--- src/rtl/dmem_sram_bridge_if.sv ---
// SRAM-like data bus between the MEM-stage bridge (master) and the data SRAM / AXI wrapper
// (slave).
//   data_req/data_wr/data_size/data_addr/data_wdata : request, master -> slave
//   data_addr_ok                                    : request accepted, slave -> master
//   data_data_ok/data_rdata                         : write done / read data, slave -> master
interface dmem_sram_bridge_if #(
  parameter int unsigned ADDR_W = 32,
  parameter int unsigned DATA_W = 32
);
  logic              data_req;
  logic              data_wr;
  logic [1:0]        data_size;
  logic [ADDR_W-1:0] data_addr;
  logic [DATA_W-1:0] data_wdata;
  logic              data_addr_ok;
  logic              data_data_ok;
  logic [DATA_W-1:0] data_rdata;

  modport master (
    output data_req, data_wr, data_size, data_addr, data_wdata,
    input  data_addr_ok, data_data_ok, data_rdata
  );

  modport slave (
    input  data_req, data_wr, data_size, data_addr, data_wdata,
    output data_addr_ok, data_data_ok, data_rdata
  );
endinterface

--- src/rtl/dmem_sram_bridge.sv ---
// MEM-stage data-side bus master. Issues one SRAM-like transaction per memory instruction,
// stalls the pipeline until it completes, then holds load data until the instruction leaves MEM.
// Ports:
//   clk, rst                  : clock, asynchronous active-high reset
//   mem_req/wr/size/offset    : MEM-stage access request (offset replaces addr[1:0])
//   mem_addr, mem_wdata       : effective address, lane-aligned store data
//   pipe_adv, flush           : MEM->WB advance, kill of the MEM instruction
//   mem_stall, mem_rdata      : pipeline hold, raw load word (valid in Done)
//   bus                       : SRAM-like master port
module dmem_sram_bridge #(
  parameter int unsigned ADDR_W = 32,
  parameter int unsigned DATA_W = 32
) (
  input  logic              clk,
  input  logic              rst,
  input  logic              mem_req,
  input  logic              mem_wr,
  input  logic [1:0]        mem_size,
  input  logic [1:0]        mem_offset,
  input  logic [ADDR_W-1:0] mem_addr,
  input  logic [DATA_W-1:0] mem_wdata,
  input  logic              pipe_adv,
  input  logic              flush,
  output logic              mem_stall,
  output logic [DATA_W-1:0] mem_rdata,
  dmem_sram_bridge_if.master bus
);

  typedef enum logic [1:0] {StIdle, StAddr, StData, StDone} state_e;

  state_e            state_q, state_d;
  logic              drop_q, drop_d;
  logic              req_wr_q, req_wr_d;
  logic [1:0]        req_size_q, req_size_d;
  logic [ADDR_W-1:0] req_addr_q, req_addr_d;
  logic [DATA_W-1:0] req_wdata_q, req_wdata_d;
  logic [DATA_W-1:0] rdata_q, rdata_d;

  // Byte offset comes from mem_offset, so the low address bits are intentionally dropped.
  logic unused_addr_lo;
  assign unused_addr_lo = ^mem_addr[1:0];

  always_ff @(posedge clk or posedge rst) begin
    if (rst) begin
      state_q     <= StIdle;
      drop_q      <= 1'b0;
      req_wr_q    <= 1'b0;
      req_size_q  <= 2'b00;
      req_addr_q  <= '0;
      req_wdata_q <= '0;
      rdata_q     <= '0;
    end else begin
      state_q     <= state_d;
      drop_q      <= drop_d;
      req_wr_q    <= req_wr_d;
      req_size_q  <= req_size_d;
      req_addr_q  <= req_addr_d;
      req_wdata_q <= req_wdata_d;
      rdata_q     <= rdata_d;
    end
  end

  always_comb begin
    state_d     = state_q;
    drop_d      = drop_q;
    req_wr_d    = req_wr_q;
    req_size_d  = req_size_q;
    req_addr_d  = req_addr_q;
    req_wdata_d = req_wdata_q;
    rdata_d     = rdata_q;
    mem_stall   = 1'b0;

    unique case (state_q)
      StIdle: begin
        mem_stall = mem_req && !flush;
        if (mem_req && !flush) begin
          req_wr_d    = mem_wr;
          req_size_d  = mem_size;
          req_addr_d  = {mem_addr[ADDR_W-1:2], mem_offset};
          req_wdata_d = mem_wdata;
          state_d     = StAddr;
        end
      end
      StAddr: begin
        // Once dropped, the stall belongs to whatever new instruction is waiting in MEM.
        mem_stall = drop_q ? (mem_req && !flush) : !flush;
        // A killed request is never withdrawn; only remember to discard its response.
        if (flush) drop_d = 1'b1;
        if (bus.data_addr_ok) state_d = StData;
      end
      StData: begin
        mem_stall = drop_q ? (mem_req && !flush) : !flush;
        if (bus.data_data_ok) begin
          // A flush coinciding with the response kills it just like an earlier one.
          if (drop_q || flush) begin
            drop_d  = 1'b0;
            state_d = StIdle;
          end else begin
            if (!req_wr_q) rdata_d = bus.data_rdata;
            state_d = StDone;
          end
        end else if (flush) begin
          drop_d = 1'b1;
        end
      end
      StDone: begin
        if (pipe_adv || flush) state_d = StIdle;
      end
      default: state_d = StIdle;
    endcase
  end

  assign bus.data_req   = (state_q == StAddr);
  assign bus.data_wr    = req_wr_q;
  assign bus.data_size  = req_size_q;
  assign bus.data_addr  = req_addr_q;
  assign bus.data_wdata = req_wdata_q;
  assign mem_rdata      = rdata_q;

endmodule

--- src/flat_wrapper.sv ---
// flat-port wrapper written by rule: the top's interface ports become plain ports
module dmem_sram_bridge_flat 
#(
  parameter int unsigned ADDR_W = 32,
  parameter int unsigned DATA_W = 32
)
  (clk, rst, mem_req, mem_wr, mem_size, mem_offset, mem_addr, mem_wdata, pipe_adv, flush, mem_stall, mem_rdata, bus_data_req, bus_data_wr, bus_data_size, bus_data_addr, bus_data_wdata, bus_data_addr_ok, bus_data_data_ok, bus_data_rdata);
  dmem_sram_bridge_if #(.ADDR_W(ADDR_W), .DATA_W(DATA_W)) bus_i ();
  input  logic clk;
  input  logic rst;
  input  logic mem_req;
  input  logic mem_wr;
  input  logic [1:0] mem_size;
  input  logic [1:0] mem_offset;
  input  logic [ADDR_W-1:0] mem_addr;
  input  logic [DATA_W-1:0] mem_wdata;
  input  logic pipe_adv;
  input  logic flush;
  output logic mem_stall;
  output logic [DATA_W-1:0] mem_rdata;
  output wire logic [$bits(bus_i.data_req)-1:0] bus_data_req;
  output wire logic [$bits(bus_i.data_wr)-1:0] bus_data_wr;
  output wire logic [$bits(bus_i.data_size)-1:0] bus_data_size;
  output wire logic [$bits(bus_i.data_addr)-1:0] bus_data_addr;
  output wire logic [$bits(bus_i.data_wdata)-1:0] bus_data_wdata;
  input wire logic [$bits(bus_i.data_addr_ok)-1:0] bus_data_addr_ok;
  input wire logic [$bits(bus_i.data_data_ok)-1:0] bus_data_data_ok;
  input wire logic [$bits(bus_i.data_rdata)-1:0] bus_data_rdata;
  assign bus_data_req = bus_i.data_req;
  assign bus_data_wr = bus_i.data_wr;
  assign bus_data_size = bus_i.data_size;
  assign bus_data_addr = bus_i.data_addr;
  assign bus_data_wdata = bus_i.data_wdata;
  assign bus_i.data_addr_ok = bus_data_addr_ok;
  assign bus_i.data_data_ok = bus_data_data_ok;
  assign bus_i.data_rdata = bus_data_rdata;
  dmem_sram_bridge #(.ADDR_W(ADDR_W), .DATA_W(DATA_W)) u_core (.clk(clk), .rst(rst), .mem_req(mem_req), .mem_wr(mem_wr), .mem_size(mem_size), .mem_offset(mem_offset), .mem_addr(mem_addr), .mem_wdata(mem_wdata), .pipe_adv(pipe_adv), .flush(flush), .mem_stall(mem_stall), .mem_rdata(mem_rdata), .bus(bus_i));
endmodule
--- config.mk ---
export PLATFORM = sky130hd
export DESIGN_NAME = dmem_sram_bridge_flat
export DESIGN_NICKNAME = d
export VERILOG_FILES = /design/src/rtl/dmem_sram_bridge_if.sv /design/src/rtl/dmem_sram_bridge.sv /design/src/flat_wrapper.sv
export SDC_FILE = /design/constraint.sdc
export NUM_CORES = 1
export LEC_CHECK = 0
export ABC_AREA = 0
export CORE_MARGIN = 5
export CORE_UTILIZATION = 37
export CTS_BUF_LIST = sky130_fd_sc_hd__clkbuf_8
export CTS_CLUSTER_DIAMETER = 50
export DETAILED_ROUTE_END_ITERATION = 7
export HOLD_SLACK_MARGIN = 0.05
export PLACE_DENSITY_LB_ADDON = 0.25
export SETUP_SLACK_MARGIN = 0.2
export SYNTH_ARGS = -nofsm -noshare
export SYNTH_HDL_FRONTEND = slang
export SYNTH_SLANG_ARGS = --single-unit
--- constraint.sdc ---
create_clock -name clk -period 3.1 [get_ports clk]
set_input_delay 0.465 -clock clk [delete_from_list [all_inputs] [get_ports clk]]
set_output_delay 0.465 -clock clk [all_outputs]
set_load 0.01 [all_outputs]
Word-level counts from Yosys, hierarchy flattened --
Index checks and enable logic that the tools add are counted.
Operators by class: reduce and logical (&&, ||, !) cells 11, bitwise operators 2, equality and inequality tests 8, mux-type cells 12
Operators by type and width (count):
- $mux 2 | 5
- $pmux 2 s4 | 1
- $reduce_and 4->1 | 2
- $ne 2x1->1 const B | 3
- $eq 2x2->1 const B | 2
- $mux 1 | 4
- $pmux 1 s2 | 2
- $reduce_and 2->1 | 2
- $ne 3x2->1 const B | 1
- $eq 2x1->1 const B | 1
- $logic_not 2->1 | 1
- $logic_or 1x1->1 | 2
- $ne 2x2->1 const B | 1
- $not 1->1 | 2
- $reduce_bool 2->1 | 1
- $reduce_or 2->1 | 1
- $logic_and 1x1->1 | 1
- $logic_not 1->1 | 1
Word-level totals: input port bits 108, output and inout port bits 101, word-level logic and storage cells 40, register bits after elaboration 102

Logic depth before layout (Yosys ltp) --
Gate-level depths: netlist of the first run.
depth in word-level cells 4, depth in mapped cells 6

Worst setup path after synthesis of the first run --
OpenSTA, ideal clock, no wires.
path type reg2out, from register u_core.state_q[0], to output mem_stall, arrival 1.233 ns, cell stages (with the launch flop) 5, data required time 2.635 ns, path slack 1.402 ns, cell sequence dfrtp_1 -> inv_1 -> ha_1 -> nand2b_1 -> a211oi_1
Between the ends: word-level cells in the longest chain between the ends 3, elaborated cells on any way between the ends 5, those cells by class 2 x eq/ne; 1 x mux; 2 x reduce/logical
Ends and longest elaborated chain:
- start, declared | line dmem_sram_bridge.sv:31 | state_e state_q, state_d;
- start signal, assigned | line dmem_sram_bridge.sv:45 | state_q <= StIdle;
- start signal, assigned | line dmem_sram_bridge.sv:53 | state_q <= state_d;
- $eq 2x1->1 or $eq 2x2->1 (tied branches) | line dmem_sram_bridge.sv:73 | unique case (state_q)
- $reduce_or 2->1 (no line)
- $pmux 1 s2 * | line dmem_sram_bridge.sv:73
- end, declared | line flat_wrapper.sv:19 | output logic mem_stall;
Every way passes the cells marked *; elsewhere a longest branch is shown, timed or not.

Final worst setup path of the first run --
Same ends and word-level chain as after synthesis.

==> results of run 1 <==
[kinds of logic after synthesis]
group	share of synthesized area (%)
fa+ha+maj	1.82
flops	61.9
compound gates	1.85
buf+inv	3.28
mux	29.8
simple gates	1.37
[registers in the layout (all words and copies together) (netlist names)]
signal                 cells
u_core.bus.data_size       2
u_core.state_q             2
u_core.mem_rdata          32
u_core.drop_q              1
u_core.bus.data_wr         1
u_core.bus.data_wdata     32
u_core.bus.data_addr      32
[stage by stage]
stage | power [uW] | worst slack [ns] | utilization, % | cell area, sq um | std cells
after floorplan | 3580 | 1.40 | - | 4130 | 241
after global placement | 5190 | 0.696 | 58.0 | 6320 | 580
after detailed placement | 5260 | 0.701 | 58.0 | 6320 | 580
after CTS | 6130 | 0.291 | 59.7 | 6500 | 595
after global routing | 6390 | 0.232 | 59.7 | 6500 | 595
final | 6030 | 0.333 | 59.7 | 6500 | 595
[power groups by stage]
stage	clock [uW]	sequential (uW)	combinational, uW
floorplan	0	2640	936
global placement	0	2320	2870
detailed placement	0	2360	2910
CTS	860	2330	2940
global route	904	2420	3070
finish	821	2330	2880
[cell usage after synthesis]
| cell | n |
|---|---|
| buf_12 | 3 |
| nand2b_1 | 1 |
| buf_4 | 4 |
| buf_2 | 3 |
| nor2_1 | 1 |
| a41o_1 | 1 |
| a21oi_1 | 3 |
| nand3b_4 | 1 |
| and4b_1 | 1 |
| buf_6 | 1 |
| mux2_2 | 69 |
| nor2b_1 | 1 |
| mux2_4 | 30 |
| a221oi_2 | 1 |
| nor2_2 | 1 |
| a31oi_1 | 3 |
| o21ai_0 | 2 |
| nand2_1 | 1 |
| a211oi_1 | 1 |
| inv_1 | 5 |
| ha_1 | 6 |
| dfrtp_1 | 102 |
[final timing paths]
kind	to	depth (start not counted)
min reg2reg	u_core.bus.data_addr[16]	1
min	u_core.bus.data_addr[14]	2
max reg2reg	u_core.mem_rdata[1]	5
max in group asynchronous	u_core.bus.data_addr[23]	3
min in group clk	u_core.bus.data_addr[16]	1
max	mem_stall	5
[metal layers]
metal / wire length (um) / part of all wire, % / GRT usage [%] / vias to the layer above
met5: 0 / 0 / 0 / -
met4: 144 / 1.4 / 4.23 / 0
met3: 1180 / 12 / 8.88 / 12
li1: - / - / - / 1258
met1: 3750 / 37 / 17.7 / 1363
met2: 5140 / 50 / 25.2 / 126
[area by class of cell]
class	instances	area, sq um
inverters	5	22.5
clock inverters	5	51.3
repair buffers	210	2130
well taps	140	175
multi-input cells	123	1440
flip-flops and latches	102	2550
clock buffers	10	138
fillers	895	4380
==> metrics.txt, run 1 <==
status complete, no violations; crit path DAT 2.30 ns; Root Driver clkbuf_8; Post-Synthesis Cells 241; Mapped Area 4120 sq um; Buf/Inv on CP 2; Vias 2,759; r2r setup slk 1.06 ns; Final Max Tran Viols 0; routability congestion estimate from global placement 0.676; area delta synth->final 57.8%; Worst VDD drop 0.484 mV; Final Hold Viols 0; most common cell after layout, fill and taps aside clkdlybuf4s50_1; # Max-Cap Violations 0; antenna viol nets, final 0; headroom to the max-slew limit 68.2%; Req. time, crit path 2.63 ns; FMAX 0.361 GHz; TritonCTS Sinks 102; Int Pwr 4250 uW; crit start category flop; largest net degree at the start of global routing 57; vias per inst 4.64; syn nets 355; Pwr Density 927 nW/um^2; RSZ-0062 raised after global routing false; vias in the first global route 3,105; Leak 0.00281 uW; worst hold slack 0.455 ns; origin of the worst setup path u_core.state_q[0]; TritonCTS Buffers 9; # resized after CTS 0; max incr delay on CP 0.63 ns; IO Port Bufs 206; ranking of synthesized cells by area dfrtp_1, mux2_2, mux2_4; Remaining DRCs 0; NetSw 1780 uW; TritonRoute pass-1 iters 4; syn avg cell area 17.1 sq um; I/O pins 209; CP max stage cell clkdlybuf4s50_1; area leader, netlist dfrtp_1; # H-tree levels 3; setup TNS 0 ns; initial antenna violation count 0; cts hold-fix bufs 0; Final Cycle Share 89.2%; Seq/Total Area, Yosys 61.9%; Distinct cells, synth 22; sequential group share of total power 38.6%; critical path class reg2out; Die W 116 um; clock-pin slew on the worst setup and hold paths 0.10 ns; top cell type's share of synthesized area 61.9%; CTS tree done; Yosys reg bits 102; most frequent cells in the layout clkdlybuf4s50_1, dfrtp_1, mux2_2; number of cell rows 38; clock buffer depth 2; layout cells sized above 1 26.8%; crit-path cells inv_1 -> ha_1 -> nand2b_1 -> a211oi_1 -> clkdlybuf4s50_1; DRT Wirelength 10,200 um; aggregate global-route resource usage 15.5%; crit path max fanout 6; synthesis warning total 0; sw frac 29.5%; combinational power share 47.8%; grt ovf 0; Initial Util 37.9%; Final HPWL DP 7700 um; Clock Skews 0.00969 ns; WL/cell 17.2 um; Ant. Diodes 0; initial drt markers 77; core footprint 10,900 sq um; Hold Crit Class in2async; Setup crit end kind output pin; clock share of power 13.6%; actual slew at the worst max-slew pin 0.476 ns; Post-layout nets 565; Clock Latency Late Sink 0.37 ns; minimum clock period 2.77 ns; global-route wire length before repair 15,900 um; family with the most delay on the worst path buffers and inverters; die height 116 um; setup bufs post-CTS 0; RR Startpoint u_core.state_q[0]; Die Area 13,400 sq um; final setup fails 0
(Power assumes the default switching activity.)
==> run 2: changes to the inputs <==
--- a/config.mk
+++ b/config.mk
@@ -6,11 +6,12 @@
 export NUM_CORES = 1
 export LEC_CHECK = 0
 export ABC_AREA = 0
-export CORE_MARGIN = 5
+export CORE_MARGIN = 8
 export CORE_UTILIZATION = 37
 export CTS_BUF_LIST = sky130_fd_sc_hd__clkbuf_8
 export CTS_CLUSTER_DIAMETER = 50
 export DETAILED_ROUTE_END_ITERATION = 7
+export GPL_TIMING_DRIVEN = 0
 export HOLD_SLACK_MARGIN = 0.05
 export PLACE_DENSITY_LB_ADDON = 0.25
 export SETUP_SLACK_MARGIN = 0.2
==> run 2 against run 1 <==
Critical path depth stayed put; largest cell class unchanged; register-to-register slack better by 0.21 ns; core utilization is 0.87 points higher; combinational power hardly changed; sequential share of layout area is 0.40 points lower.
==> metrics.txt, run 2 (same netlist as run 1, synthesis figures left out) <==
Req. time, crit path 2.63 ns (about the same); largest net degree at the start of global routing 43 (was 57); Setup crit end kind output pin (unchanged); initial antenna violation count 0 (unchanged); Cell Area, Placed 6400 sq um (was 6320 sq um); clock share of power 12.5% (was 13.6%); Remaining DRCs 0 (unchanged); hold depth 1; most frequent cells in the layout clkdlybuf4s50_1, dfrtp_1, mux2_2 (unchanged); core footprint 10,800 sq um (was 10,900 sq um); Post-layout nets 574 (was 565); Initial Util 38.0% (was 37.9%); Leak 0.00285 uW (was 0.00281 uW); most common cell after layout, fill and taps aside clkdlybuf4s50_1 (unchanged); Clock Skews 0.00761 ns (was 0.00969 ns); sw frac 29.8% (was 29.5%); setup bufs post-CTS 0 (unchanged); global-route wire length before repair 17,000 um (was 15,900 um); TritonRoute pass-1 iters 4 (unchanged); Final Hold Viols 0 (unchanged); Worst Reg2Reg Path Length in Cells 6 (was 5); crit start category flop (unchanged); Pwr Density 909 nW/um^2 (was 927 nW/um^2); vias in the first global route 3,105 (unchanged); Vias 2,779 (was 2,759); # H-tree levels 3 (unchanged); I/O pins 209 (unchanged); actual slew at the worst max-slew pin 0.711 ns (was 0.476 ns); critical path class reg2out (unchanged); minimum clock period 2.64 ns (was 2.77 ns); setup TNS 0 ns (unchanged); Worst Hold Path EP u_core.bus.data_wdata[15]; Final HPWL DP 8580 um (was 7700 um); DRT Wirelength 10,900 um (was 10,200 um); Die Area 14,800 sq um (was 13,400 sq um); final instance area 6570 sq um (was 6500 sq um); crit path DAT 2.18 ns (was 2.30 ns); placed cell count 589 (was 580); RR Startpoint u_core.state_q[0] (unchanged); origin of the worst setup path u_core.state_q[0] (unchanged); Int Pwr 4200 uW (was 4250 uW); final setup fails 0 (unchanged); crit path max fanout 6 (unchanged); Final Max Tran Viols 0 (unchanged); # resized after CTS 0 (unchanged); RSZ-0062 raised after global routing false (unchanged); area delta synth->final 59.4% (was 57.8%); IO Port Bufs 206 (unchanged); CTS tree done (unchanged); Ant. Diodes 0 (unchanged); Finished Layout Cells 604 (was 595); aggregate global-route resource usage 15.0% (was 15.5%); vias per inst 4.60 (was 4.64); Hold Crit Class reg2reg (was in2async); NetSw 1780 uW (about the same); combinational power share 48.6% (was 47.8%); grt ovf 0 (unchanged); status complete, no violations (unchanged); critical hold path startpoint u_core.bus.data_wdata[15]; FMAX 0.378 GHz (was 0.361 GHz); Final Cycle Share 85.3% (was 89.2%); headroom to the max-slew limit 52.5% (was 68.2%); Root Driver clkbuf_8 (unchanged); r2r endpoint u_core.bus.data_addr[27] (was u_core.mem_rdata[1]); clock-pin slew on the worst setup and hold paths 0.09 ns (was 0.10 ns); total power 5980 uW (was 6030 uW); cts hold-fix bufs 0 (unchanged); TritonCTS Sinks 102 (unchanged); Worst VDD drop 0.536 mV (was 0.484 mV); number of cell rows 38 (unchanged); sequential group share of total power 39.0% (was 38.6%); antenna viol nets, final 0 (unchanged); TritonCTS Buffers 9 (unchanged); r2r setup slk 1.27 ns (was 1.06 ns); initial drt markers 94 (was 77); # Max-Cap Violations 0 (unchanged); clock buffer depth 2 (unchanged); Clock Latency Late Sink 0.37 ns (about the same); WL/cell 18.0 um (was 17.2 um); die height 122 um (was 116 um); layout cells sized above 1 27.6% (was 26.8%); routability congestion estimate from global placement 0.731 (was 0.676); Die W 122 um (was 116 um); worst hold slack 0.508 ns (was 0.455 ns)
==> run 2: cell type report <==
cell class	instances	area [sq um]
flip-flops and latches	102	2550
clock buffers	11	151
repair buffers	208	2100
clock inverters	4	16.3
plain buffers	11	116
fillers	876	4270
inverters	5	22.5
multi-input cells	123	1440
well taps	140	175
==> run 2: worst max-delay path: stages, from the launching register on <==
cell,delay (ns)
dfrtp_1,0.46
inv_1,0.11
ha_1,0.35
nand2b_1,0.07
a211oi_1,0.22
clkdlybuf4s50_1,0.59
==> run 2: how the worst max path moves through the flow <==
stage / endpoint / cells after the start
2_1_floorplan: mem_stall / 4
3_3_place_gp: u_core.bus.data_wdata[10] / 2
3_5_place_dp: mem_stall / 4
4_1_cts: mem_stall / 5
5_1_grt: mem_stall / 5
6_report: mem_stall / 5
==> run 2: stage by stage <==
stage | worst slack (ns) | utilization [%]
final | 0.456 | 60.6
after global routing | 0.301 | 60.6
after CTS | 0.417 | 60.6
after detailed placement | 0.714 | 59.1
after global placement | 0.369 | 58.7
after floorplan | 1.40 | -
==> run 2: power by group through the flow <==
stage                     Combinational, uW  Clock (uW)  Sequential (uW)
after global routing                   3110         828             2410
after detailed placement               2950           0             2350
final                                  2900         747             2330
after floorplan                         936           0             2640
after CTS                              2960         789             2330
after global placement                 2900           0             2320
==> run 2: layer usage <==
| metal | vias to the layer above | track usage, % | share of wire (%) |
|---|---|---|---|
| li1 | 1277 | - | - |
| met1 | 1380 | 16.0 | 38 |
| met2 | 113 | 25.0 | 50 |
| met3 | 9 | 7.73 | 11 |
| met4 | 0 | 5.55 | 1.5 |
| met5 | - | 0 | 0 |
==> run 3: changes to the inputs <==
--- a/config.mk
+++ b/config.mk
@@ -6,8 +6,10 @@
 export NUM_CORES = 1
 export LEC_CHECK = 0
 export ABC_AREA = 0
+export CELL_PAD_IN_SITES_DETAIL_PLACEMENT = 0
+export CELL_PAD_IN_SITES_GLOBAL_PLACEMENT = 1
 export CORE_MARGIN = 8
-export CORE_UTILIZATION = 37
+export CORE_UTILIZATION = 29
 export CTS_BUF_LIST = sky130_fd_sc_hd__clkbuf_8
 export CTS_CLUSTER_DIAMETER = 50
 export DETAILED_ROUTE_END_ITERATION = 7
==> run 3 against run 2 <==
Count of clock-buffer cells in the layout is the same; register-to-register slack is essentially flat; critical path type unchanged; sequential cell count is the same; die area grew 24%; clock skew grew 0.0041 ns; combinational power is essentially flat; global-route usage shrank 2.4 points; worst hold slack gained 0.0020 ns.
==> metrics.txt, run 3 (same netlist as run 1, synthesis figures left out) <==
Final Hold Viols 0 (unchanged); Clock Latency Late Sink 0.38 ns (was 0.37 ns); Hold Crit Class reg2reg (unchanged); TritonCTS Sinks 102 (unchanged); clock share of power 15.5% (was 12.5%); clock buffer depth 2 (unchanged); I/O pins 209 (unchanged); die height 135 um (was 122 um); r2r setup slk 1.28 ns (was 1.27 ns); Worst Hold Path EP u_core.bus.data_addr[28] (was u_core.bus.data_wdata[15]); aggregate global-route resource usage 12.6% (was 15.0%); CP max stage cell clkdlybuf4s50_1 (unchanged); critical hold path startpoint u_core.bus.data_addr[28] (was u_core.bus.data_wdata[15]); Setup crit end kind output pin (unchanged); FMAX 0.381 GHz (was 0.378 GHz); TritonCTS Buffers 9 (unchanged); # resized after CTS 0 (unchanged); Worst VDD drop 0.456 mV (was 0.536 mV); max incr delay on CP 0.58 ns (was 0.59 ns); # H-tree levels 3 (unchanged); largest net degree at the start of global routing 37 (was 43); Die W 135 um (was 122 um); setup bufs post-CTS 0 (unchanged); Vias 2,761 (was 2,779); Leak 0.00287 uW (was 0.00285 uW); routability congestion estimate from global placement 0.717 (was 0.731); initial drt markers 78 (was 94); Post-layout nets 574 (unchanged); cts hold-fix bufs 0 (unchanged); Final Max Tran Viols 0 (unchanged); core footprint 13,900 sq um (was 10,800 sq um); TritonRoute pass-1 iters 4 (unchanged); sw frac 29.5% (was 29.8%); layout cells sized above 1 28.2% (was 27.6%); critical path class reg2out (unchanged); crit path max fanout 6 (unchanged); Pwr Density 927 nW/um^2 (was 909 nW/um^2); actual slew at the worst max-slew pin 0.795 ns (was 0.711 ns); IO Port Bufs 206 (unchanged); Die Area 18,300 sq um (was 14,800 sq um); combinational power share 47.1% (was 48.6%); Final HPWL DP 9090 um (was 8580 um); antenna viol nets, final 0 (unchanged); initial antenna violation count 0 (unchanged); # Max-Cap Violations 0 (unchanged); origin of the worst setup path u_core.state_q[0] (unchanged); minimum clock period 2.63 ns (was 2.64 ns); placed cell count 629 (was 589); crit-path cells inv_1 -> ha_1 -> nand2b_1 -> a211oi_1 -> clkdlybuf4s50_1 (unchanged); grt ovf 0 (unchanged); most frequent cells in the layout clkdlybuf4s50_1, dfrtp_1, mux2_2 (unchanged); fin util 48.2% (was 60.6%); DRT Wirelength 11,500 um (was 10,900 um); worst hold slack 0.510 ns (was 0.508 ns); area delta synth->final 62.2% (was 59.4%); hold depth 1 (unchanged); Root Driver clkbuf_8 (unchanged); Int Pwr 4370 uW (was 4200 uW); CTS tree done (unchanged); Final Cycle Share 84.7% (was 85.3%); vias in the first global route 3,097 (was 3,105); Worst Reg2Reg Path Length in Cells 6 (unchanged); crit path DAT 2.16 ns (was 2.18 ns); setup TNS 0 ns (unchanged); Initial Util 29.7% (was 38.0%); most common cell after layout, fill and taps aside clkdlybuf4s50_1 (unchanged); NetSw 1830 uW (was 1780 uW); global-route wire length before repair 17,700 um (was 17,000 um); clock-pin slew on the worst setup and hold paths 0.10 ns (was 0.09 ns); r2r endpoint u_core.bus.data_wdata[2] (was u_core.bus.data_addr[27]); WL/cell 17.9 um (was 18.0 um); Req. time, crit path 2.63 ns (about the same); crit start category flop (unchanged); Finished Layout Cells 645 (was 604); final setup fails 0 (unchanged); RSZ-0062 raised after global routing false (unchanged); RR Startpoint u_core.state_q[0] (unchanged); status complete, no violations (unchanged); number of cell rows 43 (was 38); headroom to the max-slew limit 46.9% (was 52.5%); Remaining DRCs 0 (unchanged); total power 6200 uW (was 5980 uW); sequential group share of total power 37.4% (was 39.0%); Ant. Diodes 0 (unchanged); Clock Skews 0.0117 ns (was 0.00761 ns); vias per inst 4.28 (was 4.60)
run 3: cell types whose count changed in the layout (fill, tap and decap cells not counted):
cell,before,now
bufinv_16,0,2
inv_1,7,5
clkinvlp_4,1,2
inv_6,0,1
clkinv_2,1,0
run 3: final cells by class:
| cell class | instances | area, sq um |
|---|---|---|
| Inverter | 5 | 22.5 |
| Clock buffer | 11 | 151 |
| Fill cell | 1261 | 7200 |
| Tap cell | 180 | 225 |
| Buffer | 11 | 116 |
| Clock inverter | 5 | 80.1 |
| Multi-Input combinational cell | 123 | 1440 |
| Sequential cell | 102 | 2550 |
| Timing Repair Buffer | 208 | 2100 |
run 3: metrics by stage:
stage	setup slack, ns	area [sq um]
3_5_place_dp	0.715	6450
3_3_place_gp	0.295	6410
5_1_grt	0.294	6690
4_1_cts	0.418	6690
2_1_floorplan	1.40	4130
6_report	0.475	6690
run 3: critical path, delay by kind of cell (launching register included):
| kind | cells | cell delay (ns) |
|---|---|---|
| AO/OA/AOI/OAI | 1 | 0.23 |
| adder cells (fa/ha/maj) | 1 | 0.34 |
| buffers and inverters | 2 | 0.69 |
| flip-flops | 1 | 0.45 |
| AND/OR/NAND/NOR | 1 | 0.07 |
run 3: power groups by stage:
| stage | clock network [uW] | registers [uW] | logic, uW |
|---|---|---|---|
| 2_1_floorplan | 0 | 2640 | 936 |
| 3_3_place_gp | 0 | 2320 | 2940 |
| 3_5_place_dp | 0 | 2350 | 2970 |
| 4_1_cts | 1000 | 2330 | 2990 |
| 5_1_grt | 1060 | 2410 | 3120 |
| 6_report | 961 | 2320 | 2920 |
run 3: worst max path at each step:
stage / end
after floorplan: mem_stall
after global placement: u_core.mem_rdata[9]
after detailed placement: mem_stall
after CTS: mem_stall
after global routing: mem_stall
final: mem_stall
run 3: layer usage:
metal / track usage (%) / wire [um] / vias to the layer above / part of all wire, %
met4: 3.52 / 124 / 0 / 1.1
met2: 22.2 / 6070 / 101 / 53
met1: 12.9 / 4260 / 1373 / 37
met3: 6.16 / 1080 / 7 / 9.4
met5: 0 / 0 / - / 0
li1: - / - / 1280 / -
